$ cat src/rtl/div_pkg.sv
// Shared constants, FSM state type and sign helper for the multi-cycle divider.
package div_pkg;

  localparam int DIV_WIDTH   = 32;
  localparam int DIV_LATENCY = 34;

  localparam logic [DIV_WIDTH-1:0] DIV_ZERO_QUOT = 32'hFFFF_FFFF;

  typedef enum logic [1:0] {
    IDLE = 2'd0,
    RUN  = 2'd1,
    FIX  = 2'd2,
    DONE = 2'd3
  } div_state_t;

  // Two's complement magnitude when signed; 0x80000000 maps to itself, read as unsigned.
  function automatic logic [DIV_WIDTH-1:0] abs_val(input logic [DIV_WIDTH-1:0] v,
                                                  input logic              en);
    return (en && v[DIV_WIDTH-1]) ? (DIV_WIDTH'(0) - v) : v;
  endfunction

endpackage

$ cat src/rtl/divider_32bit_if.sv
// Request/response bundle between the execute stage and the divider.
interface divider_32bit_if #(parameter int WIDTH = div_pkg::DIV_WIDTH);

  logic             Start;
  logic             Signed;
  logic             Flush;
  logic [WIDTH-1:0] A;
  logic [WIDTH-1:0] B;
  logic             Busy;
  logic             Done;
  logic [WIDTH-1:0] Lo;
  logic [WIDTH-1:0] Hi;
  logic             DivByZero;

  modport master (
    output Start, Signed, Flush, A, B,
    input  Busy, Done, Lo, Hi, DivByZero
  );

  modport slave (
    input  Start, Signed, Flush, A, B,
    output Busy, Done, Lo, Hi, DivByZero
  );

endinterface

$ cat src/rtl/div_step.sv
// One restoring shift-subtract iteration: shift in a dividend bit, trial-subtract the divisor.
module div_step #(
  parameter int WIDTH = div_pkg::DIV_WIDTH
) (
  input  logic [WIDTH:0]   i_rem,
  input  logic             i_bit,
  input  logic [WIDTH-1:0] i_dsr,
  output logic [WIDTH:0]   o_rem,
  output logic             o_qbit
);

  logic [WIDTH+1:0] w_shift;
  logic [WIDTH+1:0] w_diff;

  // Partial remainder stays below the divisor, so the top bit of w_diff is a clean borrow flag.
  assign w_shift = {i_rem, i_bit};
  assign w_diff  = w_shift - {2'b00, i_dsr};
  assign o_qbit  = ~w_diff[WIDTH+1];
  assign o_rem   = o_qbit ? w_diff[WIDTH:0] : w_shift[WIDTH:0];

endmodule

$ cat src/rtl/divider_32bit.sv
// Multi-cycle restoring divider for div/divu: fixed 34-cycle latency, quotient on Lo, remainder on Hi.
//
// state | meaning
// IDLE  | waiting for Start; results held
// RUN   | 32 shift-subtract iterations, one quotient bit per cycle
// FIX   | sign correction / divide-by-zero override, results registered
// DONE  | Done pulse for one cycle
module divider_32bit import div_pkg::*; #(
  parameter int WIDTH = DIV_WIDTH
) (
  input  logic           Clk,
  input  logic           Reset_n,
  divider_32bit_if.slave bus
);

  localparam int CNT_W = $clog2(WIDTH);

  div_state_t       r_state;
  logic [CNT_W-1:0] r_cnt;
  logic [WIDTH-1:0] r_dvd;
  logic [WIDTH:0]   r_rem;
  logic [WIDTH-1:0] r_dsr;
  logic [WIDTH-1:0] r_a;
  logic             r_qneg;
  logic             r_rneg;
  logic [WIDTH-1:0] r_lo;
  logic [WIDTH-1:0] r_hi;
  logic             r_dbz;

  logic [WIDTH:0]   w_rem;
  logic             w_qbit;

  div_step #(.WIDTH(WIDTH)) u_step (
    .i_rem  (r_rem),
    .i_bit  (r_dvd[WIDTH-1]),
    .i_dsr  (r_dsr),
    .o_rem  (w_rem),
    .o_qbit (w_qbit)
  );

  always_ff @(posedge Clk or negedge Reset_n) begin
    if (!Reset_n) begin
      r_state <= IDLE;
      r_cnt   <= '0;
      r_dvd   <= '0;
      r_rem   <= '0;
      r_dsr   <= '0;
      r_a     <= '0;
      r_qneg  <= 1'b0;
      r_rneg  <= 1'b0;
      r_lo    <= '0;
      r_hi    <= '0;
      r_dbz   <= 1'b0;
    end else if (bus.Flush) begin
      r_state <= IDLE;
    end else begin
      case (r_state)
        IDLE: begin
          if (bus.Start) begin
            r_dvd   <= abs_val(bus.A, bus.Signed);
            r_dsr   <= abs_val(bus.B, bus.Signed);
            r_a     <= bus.A;
            r_qneg  <= bus.Signed & (bus.A[WIDTH-1] ^ bus.B[WIDTH-1]);
            r_rneg  <= bus.Signed & bus.A[WIDTH-1];
            r_rem   <= '0;
            r_cnt   <= CNT_W'(WIDTH - 1);
            r_state <= RUN;
          end
        end
        RUN: begin
          // Quotient bits fill the dividend register from the bottom as dividend bits leave the top.
          r_rem <= w_rem;
          r_dvd <= {r_dvd[WIDTH-2:0], w_qbit};
          if (r_cnt == '0) begin
            r_state <= FIX;
          end else begin
            r_cnt <= r_cnt - 1'b1;
          end
        end
        FIX: begin
          if (r_dsr == '0) begin
            r_lo  <= WIDTH'(DIV_ZERO_QUOT);
            r_hi  <= r_a;
            r_dbz <= 1'b1;
          end else begin
            r_lo  <= r_qneg ? (WIDTH'(0) - r_dvd) : r_dvd;
            r_hi  <= r_rneg ? (WIDTH'(0) - r_rem[WIDTH-1:0]) : r_rem[WIDTH-1:0];
            r_dbz <= 1'b0;
          end
          r_state <= DONE;
        end
        DONE: begin
          r_state <= IDLE;
        end
        default: begin
          r_state <= IDLE;
        end
      endcase
    end
  end

  assign bus.Busy      = (r_state != IDLE);
  assign bus.Done      = (r_state == DONE);
  assign bus.Lo        = r_lo;
  assign bus.Hi        = r_hi;
  assign bus.DivByZero = r_dbz;

endmodule

$ cat src/flat_wrapper.sv
// flat-port wrapper written by rule: the top's interface ports become plain ports
module divider_32bit_flat import div_pkg::*;
#(
  parameter int WIDTH = DIV_WIDTH
)
  (Clk, Reset_n, bus_Start, bus_Signed, bus_Flush, bus_A, bus_B, bus_Busy, bus_Done, bus_Lo, bus_Hi, bus_DivByZero);
  divider_32bit_if #(.WIDTH(WIDTH)) bus_i ();
  input  logic Clk;
  input  logic Reset_n;
  input wire logic [$bits(bus_i.Start)-1:0] bus_Start;
  input wire logic [$bits(bus_i.Signed)-1:0] bus_Signed;
  input wire logic [$bits(bus_i.Flush)-1:0] bus_Flush;
  input wire logic [$bits(bus_i.A)-1:0] bus_A;
  input wire logic [$bits(bus_i.B)-1:0] bus_B;
  output wire logic [$bits(bus_i.Busy)-1:0] bus_Busy;
  output wire logic [$bits(bus_i.Done)-1:0] bus_Done;
  output wire logic [$bits(bus_i.Lo)-1:0] bus_Lo;
  output wire logic [$bits(bus_i.Hi)-1:0] bus_Hi;
  output wire logic [$bits(bus_i.DivByZero)-1:0] bus_DivByZero;
  assign bus_i.Start = bus_Start;
  assign bus_i.Signed = bus_Signed;
  assign bus_i.Flush = bus_Flush;
  assign bus_i.A = bus_A;
  assign bus_i.B = bus_B;
  assign bus_Busy = bus_i.Busy;
  assign bus_Done = bus_i.Done;
  assign bus_Lo = bus_i.Lo;
  assign bus_Hi = bus_i.Hi;
  assign bus_DivByZero = bus_i.DivByZero;
  divider_32bit #(.WIDTH(WIDTH)) u_core (.Clk(Clk), .Reset_n(Reset_n), .bus(bus_i));
endmodule
$ cat config.mk
export PLATFORM = sky130hd
export DESIGN_NAME = divider_32bit_flat
export DESIGN_NICKNAME = d
export VERILOG_FILES = /design/src/rtl/div_pkg.sv /design/src/rtl/divider_32bit_if.sv /design/src/rtl/div_step.sv /design/src/rtl/divider_32bit.sv /design/src/flat_wrapper.sv
export SDC_FILE = /design/constraint.sdc
export NUM_CORES = 1
export LEC_CHECK = 0
export ABC_AREA = 1
export CORE_UTILIZATION = 25
export DETAILED_ROUTE_END_ITERATION = 10
export GPL_ROUTABILITY_DRIVEN = 0
export SYNTH_ARGS = -nofsm -noshare
export SYNTH_HDL_FRONTEND = slang
export SYNTH_SLANG_ARGS = --single-unit
$ cat constraint.sdc
create_clock -name Clk -period 4.7 [get_ports Clk]
set_input_delay 1.41 -clock Clk [delete_from_list [all_inputs] [get_ports Clk]]
set_output_delay 1.41 -clock Clk [all_outputs]
set_load 0.005 [all_outputs]
; ---- Word level (Yosys, flattened, before mapping)
; Cells that the tools add are included.
; W data, S select, Z words.
[totals]
output_inout_bits = 67
ff_bits = 203
inputBits = 69
elab_cells = 60
[classes]
add_sub_neg = 6
muxes = 19
eq_ne = 7
reduce_logical = 12
bitwise = 5
[ops]
columns = operator, n
row1 = $mux W32, 7
row2 = $sub A1 B32 Y32 const A, 4
row3 = $mux W33, 2
row4 = $pmux W33 S2, 1
row5 = $pmux W32 S2, 1
row6 = $sub A34 B32 Y34, 1
row7 = $logic_not A32 Y1, 1
row8 = $mux W5, 2
row9 = $pmux W5 S2, 1
row10 = $pmux W2 S4, 1
row11 = $mux W2, 3
row12 = $reduce_and A3 Y1, 2
row13 = $logic_not A5 Y1, 1
row14 = $sub A5 B1 Y5 const B, 1
row15 = $eq A2 B2 Y1 const B, 2
row16 = $ne A2 B2 Y1 const B, 2
row17 = $reduce_and A2 Y1, 2
row18 = $reduce_and A4 Y1, 1
row19 = $reduce_bool A2 Y1, 2
row20 = $ne A3 B2 Y1 const B, 1
row21 = $ne A3 B3 Y1 const B, 1
row22 = $and A1 B1 Y1, 2
row23 = $eq A2 B1 Y1 const B, 1
row24 = $logic_and A1 B1 Y1, 2
row25 = 4 further kinds, 5

; ---- Longest topological paths before layout
; Gate-level depths: netlist (run 1).
[logic_depth]
ltp_word = 4
ltp_mapped = 18
mapped_depth_nobuf = 18

; ---- By module
; From an unflattened synthesis (run 1), not the netlist that was laid out.
[hier_totals]
cells_unflattened = 2415
hier_area_um2 = 15270.9
[modules_own_cells]
columns = module, cells_per_inst, instances, area_each_um2, seq_area_each_um2
row1 = divider_32bit, 1694, 1, 11826.3, 5079.9
row2 = div_step, 721, 1, 3444.6, 0.0

; ---- Least setup slack after synthesis (run 1)
; No wires, ideal clock.
[synth_path]
path_type = input-to-reg
from = input port bus_B[0]
to = register u_core.r_dsr[30]
n_path_buf = 0
t_required_ns = 4.570
setup_time_ns = 0.130
path_slack_ns = 1.816
t_arrival_ns = 2.754
cell_stages = 11
cell_sequence = inv_1 -> ha_1 -> nand3_1 -> or2_1 -> nor2_4 -> nand3_1 -> nand2_2 -> nand3_1 -> or2_0 -> nand3_1 -> o21ai_0
[synth_between]
elab_chain_cells = 2
[synth_rtl]
columns = element, line_no
row1 = start: declaration, flat_wrapper.sv:14  ; input wire logic [$bits(bus_i.B)-1:0] bus_B;
row2 = $sub A1 B32 Y32, div_pkg.sv:19  ; return (en && v[DIV_WIDTH-1]) ? (DIV_WIDTH'(0) - v) : v;
row3 = $mux W32, div_pkg.sv:19
row4 = end signal: assignment, divider_32bit.sv:61  ; r_dsr <= abs_val(bus.B, bus.Signed);
row5 = end: declaration, divider_32bit.sv:22  ; logic [WIDTH-1:0] r_dsr;
; No other way between the ends.
; A chain may end at the register's enable or synchronous reset.

; ---- Worst setup path after layout (run 1)
[layout_path]
from = register u_core.r_state[0]
to = output port bus_Busy
[layout_between]
elab_chain_cells = 1
[layout_rtl]
columns = element, line_no
row1 = start: declaration, divider_32bit.sv:18  ; div_state_t r_state;
row2 = start signal: assignment, divider_32bit.sv:43  ; r_state <= IDLE;
row3 = start signal: assignment, divider_32bit.sv:55  ; r_state <= IDLE;
row4 = start signal: assignment, divider_32bit.sv:67  ; r_state <= RUN;
row5 = $reduce_bool A2 Y1, divider_32bit.sv:102  ; assign bus.Busy = (r_state != IDLE);
row6 = end: declaration, flat_wrapper.sv:15  ; output wire logic [$bits(bus_i.Busy)-1:0] bus_Busy;
; No other way between the ends.

==> metrics, run 1 <==
crit path kind reg -> out; total CTS buffers 24; CP Launch Type register; worst r2r path cells 7; worst-case setup slack after placement just under 1000 ps; Crit-path slowest cell clkdlybuf4s50_1; synth warn 0; Arr. time, crit path 1910 ps; die area about 58000 µm²; fin worst setup slack 1383 ps; Post-DP Area around 17000 µm²; HP Start u_core.r_dsr[14]$_DFFE_PN0P_; worst vdd ir 0.2653 mV; Post-CTS Setup Inserts 0; CTS tree built; core area 56500 µm²; Worst-path clk slew 60 ps; Non-Filler Instances 3031; Vias ~14000; Yosys top cell area share 0.3550; WHS Path Cells 2; Syn Area/Cell around 6.7 µm²; Leakage between 8 and 9 nW; FF-to-FF End u_core.bus.Hi[9]$_DFFE_PN0P_; status finished clean; Design Area, Final ~17000 µm²; Rows 87; number of DRC markers in iteration 0 ~1200; count leader, synth nand2_1; Setup-failing EPs final 0; Post-synth EDFFs 0; layout cells sized above 1 0.05011; grt total ovfl 0; CTS max path bufs 3; Compound-Gate Fraction of Synth Area 0.1204; initial antenna violation count 0; htree depth 1; global-route usage over all layers 0.1714; PwrDens about 560 nW/µm²; vias per inst ~4.8; area grow syn2layout 21.21%; die height between 200 and 250 µm; first-pass GRT wire length 76.98 mm; crit path time final around 3300 ps; Die X-Extent between 200 and 250 µm; Pre-Repair DR Iteration Count 5; clk_lat worst skew ~550 ps; # IOs 136; Worst EP required 3290 ps; endpoints failing hold 0; Final Core Density 0.3070; post-DP HPWL 39.29 mm; library cells used by synthesis 47; placed cell count around 3000; RSZ-0062 raised after global routing false; simple-gate area share of the yosys netlist 0.3620; ant diodes 0; Setup TNS Final 0 ps; CP Cell Sequence inv_1 > ha_1 > inv_2 > clkdlybuf4s50_1; clock root buffer clkbuf_16; Mapped Area 14310 µm²; DRT antenna net count 0; number of global-route vias before repair 13220; WHS Endpoint u_core.r_dsr[14]$_DFFE_PN0P_; Hold WC Path Type reg -> reg; sequential cell area fraction in the yosys report 0.3550; main combinational cell family by area after synthesis simple AND/OR/NAND/NOR gates; Max Clock Freq approximately 300 MHz; CP max FO 3; Setup Skew just over 10 ps; R2R Setup Slk ~1600 ps; Post-Syn Instances 2146; Yosys reg bits about 200; Synth top cells by count 635 x nand2_1, 291 x inv_1, 254 x nand3_1; xor-xnor portion of the synthesized cell area 0.02571; area leader, netlist dfrtp_1; minimum hold slack roughly 480 ps; DRC violations left 0; drt wl/cell around 16 µm; CP max stage delay 540 ps; clock net sink count 203; overall power just under 10 mW; nets@finish ~2400; worst-margin pin slew 838.2 ps; number of port buffers 135; hold buffers post-CTS 0; cts repair resizes 0; fin. max-slew vios 0; reg2reg start u_core.r_dsr[0]$_DFFE_PN0P_; most used flip-flop cell after synthesis dfrtp_1; post-synthesis mux area share 0; worst rel slew slack 0.4412; Tcrit/Tclk final 0.7057; synth top area cells dfrtp_1 35%, nand2_1 17%, nand3_1 8.9%, inv_1 7.6%, nor2_1 4.7%; initial core utilization 0.2533; crit end category output pin; Max-Cap Viols 0; largest net degree at the start of global routing 99; Routed WL roughly 50 mm; asr flop ratio synth 1.000; post-synthesis adder-cell area fraction 0.03812; Syn Nets 2258
==> critical path, delay by kind of cell (launching register included) <==
kind,cells,cell delay [ps]
buf+inv,3,740
fa+ha+maj,1,240
flops,1,390
==> worst max-delay path by stage <==
stage | startpoint | to | cells past startpoint
after floorplan | bus_B[0] | u_core.r_dsr[30]$_DFFE_PN0P_ | 11
after global placement | bus_Signed | u_core.r_dvd[11]$_DFFE_PN0P_ | 10
after detailed placement | bus_Signed | u_core.r_dvd[11]$_DFFE_PN0P_ | 10
after CTS | u_core.r_state[0]$_DFFE_PN0P_ | bus_Busy | 4
after global routing | u_core.r_state[0]$_DFFE_PN0P_ | bus_Busy | 4
final | u_core.r_state[0]$_DFFE_PN0P_ | bus_Busy | 4
==> layout make-up <==
type | instances | area, µm²
clock buffer | 28 | 635.6
tap | 756 | 945.9
fill | 6155 | 39150
clock inverter | 15 | 209.0
sequential | 203 | 5080
inverter | 300 | 1126
timing repair buffer | 153 | 1515
multi-input combinational | 1576 | 7834
==> power breakdown <==
group | leakage [nW] | internal, mW | total [mW] | switching (mW)
logic | 5.47 | 1.76 | 4.68 | 2.92
clock network | 0.406 | 1.20 | 2.02 | 0.816
registers | 2.58 | 2.47 | 3.06 | 0.594
total | 8.46 | 5.43 | 9.76 | 4.33
==> layer usage <==
layer  GRT usage  wire, µm
met1      0.2494     23850
met2      0.2555     21240
met3     0.02712      3274
met4     0.05735      1566
met5           0         0
==> flip-flops by register name (all words and copies together) (netlist names), 2 cells and up <==
register	flops
u_core.r_a	32
u_core.r_dsr	32
u_core.r_cnt	5
u_core.bus.Lo	32
u_core.bus.Hi	32
u_core.r_rem	33
u_core.r_dvd	32
u_core.r_state	2
==> cells by family (layout without fill, tap and decap cells) <==
| group | after synthesis | after routing |
|---|---|---|
| simple gates | 1196 | 1196 |
| buf+inv | 367 | 496 |
| compound gates | 295 | 295 |
| flops | 203 | 203 |
| fa+ha+maj | 43 | 43 |
| xor+xnor | 42 | 42 |
==> layout by cell type (no fill, tap or decap), types with 14 or more instances in the layout <==
cell type,Yosys,final
a21oi_1,65,64
a31oi_1,15,15
buf_4,2,16
clkbuf_16,0,24
clkdlybuf4s50_1,0,134
dfrtp_1,203,203
ha_1,42,42
inv_1,291,291
nand2_1,635,635
nand3_1,254,254
nand3b_1,15,15
nand4_1,23,23
nor2_1,178,177
nor3_1,35,35
nor4_1,15,15
o211ai_1,20,20
o21ai_0,132,132
o221ai_1,21,21
o22ai_1,14,14
xnor2_1,18,18
xor2_1,24,24
No activity file was read; power rests on OpenSTA's default activity.
==> inputs of run 2 (changes only) <==
- clock period: 4.7 -> 3.16 ns (I/O delays scaled with it)
==> metrics, run 2 (synthesis results as in run 1) <==
CTS tree built; grt total ovfl 0; Crit-path slowest cell clkdlybuf4s50_1; CTS max path bufs 3; vias per inst ~4.7; Die X-Extent between 200 and 250 µm; Setup Skew 14.88 ps; CP Launch Type register; Vias 14490; Setup TNS Final 0 ps; crit path time final 2814 ps; Worst-path clk slew 70 ps; core area approximately 56000 µm²; commonest non-fill, non-tap cells in the layout 635 x nand2_1, 291 x inv_1, 254 x nand3_1, 203 x dfrtp_1, 177 x nor2_1; htree depth 1; PwrDens approximately 820 nW/µm²; drt wl/cell 16.30 µm; # IOs roughly 140; Hold WC Path Type in -> async; Leakage roughly 8.6 nW; clock root buffer clkbuf_16; die height ~240 µm; Design Area, Final about 17000 µm²; fin worst setup slack 346.2 ps; endpoints failing hold 0; crit path kind reg -> out; DRT antenna net count 0; Fill cells ~6000; total CTS buffers 23; Arr. time, crit path between 1500 and 2000 ps; global-route usage over all layers 0.1703; placed cell count approximately 3000; number of port buffers between 100 and 150; worst-case setup slack after placement 115.3 ps; layout cells sized above 1 0.05877; number of global-route vias before repair approximately 13000; Routed WL between 40 and 50 mm; first-pass GRT wire length 77.00 mm; nets@finish around 2400; worst rel slew slack 0.5371; Rows 87; overall power 14.26 mW; cts repair resizes 0; minimum hold slack between 300 and 400 ps; RSZ-0062 raised after global routing false; worst vdd ir roughly 0.44 mV; largest net degree at the start of global routing 83; number of DRC markers in iteration 0 approximately 1300; initial core utilization 0.2533; area grow syn2layout 22.19%; post-DP HPWL a little under 40 mm; clk_lat worst skew ~530 ps; Final Core Density 0.3095; fin. max-slew vios 0; CP max stage delay between 500 and 600 ps; max reg flops 33; hold buffers post-CTS 0; Post-CTS Setup Inserts 0; initial antenna violation count 1; most common cell after layout, fill and taps aside nand2_1; die area around 58000 µm²; crit end category output pin; status finished clean; DRC violations left 0; clock net sink count a little over 200; Max Clock Freq between 300 and 400 MHz; Setup-failing EPs final 0; worst-margin pin slew approximately 700 ps; Tcrit/Tclk final 0.8905; CP max FO 3; worst r2r path cells 12; Pre-Repair DR Iteration Count 5; Max-Cap Viols 0; Non-Filler Instances 3053; Post-DP Area approximately 17000 µm²; Most flops, register u_core.r_rem; CP Cell Sequence inv_1 > ha_1 > inv_2 > clkdlybuf4s50_1; Worst EP required roughly 2200 ps; ant diodes 0
run 2: cell types whose count changed in the layout (fill, tap and decap cells not counted), sizes merged:
| cell | delta |
|---|---|
| clkbuf | +4 |
| buf | +25 |
| clkinv | -2 |
| bufinv | -3 |
| inv | -1 |
| clkinvlp | -1 |
run 2: worst max-delay path: cells and delay by family (launching register included):
family                   cells  cell delay, ps
buffers and inverters        3             720
flip-flops                   1             380
adder cells (fa/ha/maj)      1             240
run 2: path summary, 6_finish.rpt:
kind,startpoint,endpoint,slack (ps)
max,u_core.r_state[0]$_DFFE_PN0P_,bus_Busy,350
min,Reset_n,u_core.r_dvd[17]$_DFFE_PN0P_,300
max reg2reg,u_core.r_rem[22]$_DFFE_PN0P_,u_core.r_rem[18]$_DFFE_PN0P_,490
min reg2reg,u_core.r_a[5]$_DFFE_PN0P_,u_core.bus.Hi[5]$_DFFE_PN0P_,490
max in group asynchronous,Reset_n,u_core.r_dsr[15]$_DFFE_PN0P_,2100
min in group Clk,u_core.r_a[5]$_DFFE_PN0P_,u_core.bus.Hi[5]$_DFFE_PN0P_,490
run 2: routing by layer:
metal | part of all wire | global-route usage | wire, µm | up-vias
li1 | - | - | - | 7256
met2 | 0.43 | 0.2571 | 21240 | 467
met5 | 0 | 0 | 0 | -
met4 | 0.023 | 0.04296 | 1155 | 0
met1 | 0.49 | 0.2547 | 24270 | 6709
met3 | 0.063 | 0.02040 | 3117 | 54
run 2: report_power, final:
group / internal (mW) / switching [mW]
clock network: 1.56 / 1.14
logic: 2.67 / 4.31
registers: 3.67 / 0.897
total: 7.90 / 6.35
run 2: final cells by class:
class / count / area (µm²) / share of cell area
Clock buffer: 32 / 669.4 / 0.03828
Clock inverter: 8 / 77.57 / 0.004436
Inverter: 300 / 1126 / 0.06440
Tap cell: 756 / 945.9 / 0.05410
Timing Repair Buffer: 178 / 1753 / 0.1003
Multi-Input combinational cell: 1576 / 7834 / 0.4480
Sequential cell: 203 / 5080 / 0.2905
